File: config.mk
export PLATFORM = sky130hd
export DESIGN_NAME = branch_predictor
export DESIGN_NICKNAME = d
export VERILOG_FILES = /design/src/rtl/branch_predictor.sv
export SDC_FILE = /design/constraint.sdc
export NUM_CORES = 1
export LEC_CHECK = 0
export ABC_CLOCK_PERIOD_IN_PS = 8100
export CAP_MARGIN = 30
export CORE_MARGIN = 3
export CORE_UTILIZATION = 30
export DETAILED_ROUTE_END_ITERATION = 10
export GPL_ROUTABILITY_DRIVEN = 0
export GPL_TIMING_DRIVEN = 0
export PLACE_DENSITY_LB_ADDON = 0.25
export SYNTH_ARGS = -nofsm -noshare
export SYNTH_HDL_FRONTEND = slang
export SYNTH_SLANG_ARGS = --single-unit
export TNS_END_PERCENT = 100
File: constraint.sdc
create_clock -name clk -period 8.1 [get_ports clk]
set_clock_uncertainty 0.1 [all_clocks]
set_input_delay 1.215 -clock clk [delete_from_list [all_inputs] [get_ports clk]]
set_output_delay 1.215 -clock clk [all_outputs]
set_load 0.02 [all_outputs]
File: src/rtl/branch_predictor.sv
// Branch target buffer with 2-bit saturating direction counters and a
// saturating mispredict counter; lookup is combinational, update on the clock edge.
module branch_predictor #(
  parameter int ADDR_WIDTH = 32,
  parameter int ENTRIES    = 16,
  parameter int CNT_WIDTH  = 32
) (
  input  logic                  clk,
  input  logic                  rst,
  input  logic [ADDR_WIDTH-1:0] PCF,
  output logic                  PredTakenF,
  output logic [ADDR_WIDTH-1:0] PredTargetF,
  input  logic                  UpdateE,
  input  logic [ADDR_WIDTH-1:0] PCE,
  input  logic                  TakenE,
  input  logic [ADDR_WIDTH-1:0] TargetE,
  input  logic                  PredTakenE,
  input  logic [ADDR_WIDTH-1:0] PredTargetE,
  output logic                  MispredictE,
  output logic [CNT_WIDTH-1:0]  MispredictCount
);

  localparam int IDX   = $clog2(ENTRIES);
  localparam int TAG_W = ADDR_WIDTH - IDX - 2;
  localparam logic [ADDR_WIDTH-1:0] PC_STEP = ADDR_WIDTH'(4);
  localparam logic [CNT_WIDTH-1:0]  CNT_MAX = {CNT_WIDTH{1'b1}};

  logic [ENTRIES-1:0]                 valid_q, valid_d;
  logic [ENTRIES-1:0][1:0]            ctr_q, ctr_d;
  logic [ENTRIES-1:0][TAG_W-1:0]      tag_q, tag_d;
  logic [ENTRIES-1:0][ADDR_WIDTH-1:0] target_q, target_d;
  logic [CNT_WIDTH-1:0]               count_q, count_d;

  logic [IDX-1:0]   idx_f, idx_e;
  logic [TAG_W-1:0] tag_f, tag_e;
  logic             hit_f, hit_e;

  // Instruction-alignment bits never take part in indexing or tagging.
  logic unused_pc_bits;
  assign unused_pc_bits = ^{PCF[1:0], PCE[1:0]};

  assign idx_f = PCF[IDX+1:2];
  assign tag_f = PCF[ADDR_WIDTH-1:IDX+2];
  assign idx_e = PCE[IDX+1:2];
  assign tag_e = PCE[ADDR_WIDTH-1:IDX+2];

  always_comb begin
    hit_f       = valid_q[idx_f] && (tag_q[idx_f] == tag_f);
    hit_e       = valid_q[idx_e] && (tag_q[idx_e] == tag_e);
    PredTakenF  = hit_f && ctr_q[idx_f][1];
    PredTargetF = PredTakenF ? target_q[idx_f] : PCF + PC_STEP;
    MispredictE = UpdateE &&
                  ((TakenE != PredTakenE) || (TakenE && (TargetE != PredTargetE)));
  end

  always_comb begin
    valid_d  = valid_q;
    ctr_d    = ctr_q;
    tag_d    = tag_q;
    target_d = target_q;
    count_d  = count_q;
    if (MispredictE && (count_q != CNT_MAX)) begin
      count_d = count_q + CNT_WIDTH'(1);
    end
    if (UpdateE) begin
      if (hit_e) begin
        if (TakenE) begin
          if (ctr_q[idx_e] != 2'b11) ctr_d[idx_e] = ctr_q[idx_e] + 2'd1;
          target_d[idx_e] = TargetE;
        end else if (ctr_q[idx_e] != 2'b00) begin
          ctr_d[idx_e] = ctr_q[idx_e] - 2'd1;
        end
      end else if (TakenE) begin
        // Allocation replaces whatever branch currently aliases this slot.
        valid_d[idx_e]  = 1'b1;
        tag_d[idx_e]    = tag_e;
        target_d[idx_e] = TargetE;
        ctr_d[idx_e]    = 2'b10;
      end
    end
  end

  always_ff @(posedge clk) begin
    if (rst) begin
      valid_q <= '0;
      ctr_q   <= {ENTRIES{2'b01}};
      count_q <= '0;
    end else begin
      valid_q <= valid_d;
      ctr_q   <= ctr_d;
      count_q <= count_d;
    end
  end

  // Tags and targets need no reset since cleared valid bits mask them.
  always_ff @(posedge clk) begin
    if (!rst) begin
      tag_q    <= tag_d;
      target_q <= target_d;
    end
  end

  assign MispredictCount = count_q;

endmodule

==> results.md <==
* Fin crit share at 0.973
* Post-Synth XOR/XNOR Area at 0.0275
* GR Overflow Total at 0
* Cell with the most instances after synthesis: edfxtp_1
* WP data arrival at 6.57 ns
* Starting Density at 0.304
* Num ports at 199
* First-pass GRT wire length at 207000 um
* Hold buffer count at CTS at 0
* Yosys top cell area share at 0.626
* Top cells by count, synth: edfxtp_1 (928), mux4_2 (368), mux2i_1 (115)
* Wire length after detailed routing at 150000 um
* RSZ-0062 raised after global routing: false
* Critical path peak fanout at 10
* NetSw at 2.73 mW
* Yosys cell types at 70
* Initial antenna violation count at 23
* Die area at 153000 um2
* Max Freq at 127 MHz
* Post-synth top area cell: edfxtp_1
* Post-Synth Simple-Gate Area at 0.0385
* #FFs+latches synth at 1008
* Mapped Area at 44500 um2
* Share of cells above drive strength 1 at 0.268
* I/O Buffers at 190
* Final #Nets at 2902
* Pre-CTS setup slack at -0.563 ns
* Power per cell area at 216 nW/um2
* Vias/cell at 5.45
* Post-synth EDFFs at 928
* Die Width at 391 um
* Placement row count at 140
* Top cells by area, synth: edfxtp_1 (63%), mux4_2 (19%), dfxtp_1 (3.6%)
* Ys flop type: edfxtp_1
* Fill count at 13300
* Largest net degree at the start of global routing at 23
* All-Layer GR Usage at 0.194
* Synth-to-Final Area Change at 21.6%
* Max VDD drop at 169 uV
* Worst Slack Setup Final at 0.217 ns
* Slew HR at 0.272
* Drt pass-1 iters at 5
* Placed Cells at 4571
* CP Capture Type: output port
* Largest family of logic cells by synthesized area: multiplexers
* Pint at 8.99 mW
* Post-layout util at 0.369
* Core area at 147000 um2
* P_leak at 17.1 nW
* Register share of total power at 0.489
* Finish-stage setup viols at 0
* Max-slew violations at 0
* Required @ worst endpoint at 6.78 ns
* MaxCap Viol Count at 0
* Ys Warns at 0
* Crit path kind: in2out
* Mapped Cells at 2361
* Syn Nets at 2498
* Crit path launch type: input port
* Adder-cell share of the synthesized area at 0.00112
* TNS Setup at 0 ns
* Max clock buf depth at 3
* Async SR Flop Fraction at 0
* Number of routed nets with antenna violations at 0
* CTS Sinks at 1008
* Worst-path clk slew at 0.06 ns
* Worst-margin pin slew at 1.09 ns
* Status: complete, no violations
* Final hold slack at 0.380 ns
* Post-synthesis mux area share at 0.222
* DP Area at 50500 um2
* 1st-iter DRT viols at 2850
* Final Cell Area at 54200 um2
* H-tree levels at 3
* TritonCTS clock tree: yes
* CTS root buffer: clkbuf_16
* Wire length per cell at 31.4 um
* Hold Crit Depth at 2
* Number of global-route vias before repair at 26700
* Number of CTS-inserted buffers at 110
* Register area share after synthesis at 0.662
* Post-route DRC at 0
* Sw Ratio at 0.233
* Post-DP HPWL at 108000 um
* Die Span Y at 391 um
* Mapped Avg Cell Area at 18.9 um2
* Hold Vio Cnt, Final at 0
* Clk_lat worst skew at 0.75 ns
* Clock share of power at 0.427
* HP Class: reg2reg
* Via Count at 26100
* R2r worst-path depth at 15
* Final Non-Filler Cells at 4780
* Compound-cell area share of the yosys netlist at 0.0276
* Logic pwr share at 0.084
* Min Tclk post-route at 7.88 ns
* Total Power at 11.7 mW
[per-layer routing]
metal  vias up  GRT usage  routed length (um)
met3       259     0.0586               14700
li1      10600          -                   -
met4        10     0.0678                5190
met2      1308      0.320               73000
met1     13900      0.240               57000
met5         -          0                  69
[cells in the final DEF, fill, tap and decap left out, drive strengths merged, types with 14 or more instances in the layout]
cell type	n
mux2	39
xnor2	97
clkbuf	193
and3	14
nor2	68
nor3	57
nand3	38
edfxtp	928
a21oi	20
mux2i	115
clkinv	47
dfxtp	80
buf	185
clkdlybuf4s50	188
a22oi	18
nand4	21
xor2	43
o21ai	29
mux4	369
inv	44
o211ai	18
nor2b	17
nand2	77
[flip-flops by register name (all words and copies together), names as in the netlist]
register,flops
target_q,512
MispredictCount,32
valid_q,16
tag_q,416
ctr_q,32
[logic make-up after synthesis]
group | count (synthesis)
AO/OA/AOI/OAI | 166
XOR/XNOR | 140
adder cells (fa/ha/maj) | 4
buffers and inverters | 181
flip-flops | 1008
multiplexers | 523
AND/OR/NAND/NOR | 339
[path summary, 6_finish.rpt]
path,startpoint,end,slack (ns)
max,PCF[4],PredTargetF[2],0.22
max reg2reg,tag_q[247],tag_q[164],3.19
min,valid_q[8],valid_q[8],0.38
min reg2reg,valid_q[8],valid_q[8],0.38
[power groups by stage]
stage | clock network, mW | registers, mW | logic (mW)
6_report | 5.01 | 5.73 | 0.982
5_1_grt | 5.30 | 5.73 | 1.03
4_1_cts | 5.10 | 5.73 | 0.987
3_5_place_dp | 0 | 5.84 | 0.982
3_3_place_gp | 0 | 5.84 | 0.935
2_1_floorplan | 0 | 5.84 | 0.498
[critical path, stage by stage]
cell             delay (ns)
buf_2                  0.29
clkbuf_1               0.65
clkbuf_1               0.69
buf_8                  0.24
mux2i_1                0.12
a21oi_1                0.43
xor2_1                 0.14
nor4_2                 0.48
nand4b_1               0.15
or4_1                  0.52
buf_2                  0.23
buf_6                  0.20
mux2i_1                0.48
clkdlybuf4s50_1        0.72
[layout make-up]
class / count / area (um2) / share of cell area
diodes: 7 / 17.5 / 0.000323
well taps: 1917 / 2400 / 0.0443
inverters: 38 / 143 / 0.00263
repair buffers: 294 / 3370 / 0.0623
flip-flops and latches: 1008 / 29500 / 0.544
clock inverters: 71 / 724 / 0.0134
clock buffers: 132 / 2860 / 0.0527
multi-input cells: 1172 / 14400 / 0.265
plain buffers: 141 / 825 / 0.0152
[timing repair]
item	CTS	global route
gates resized for setup	23	5
endpoints found under the setup margin	33	31
setup buffers	0	0
(Power assumes the default switching activity.)
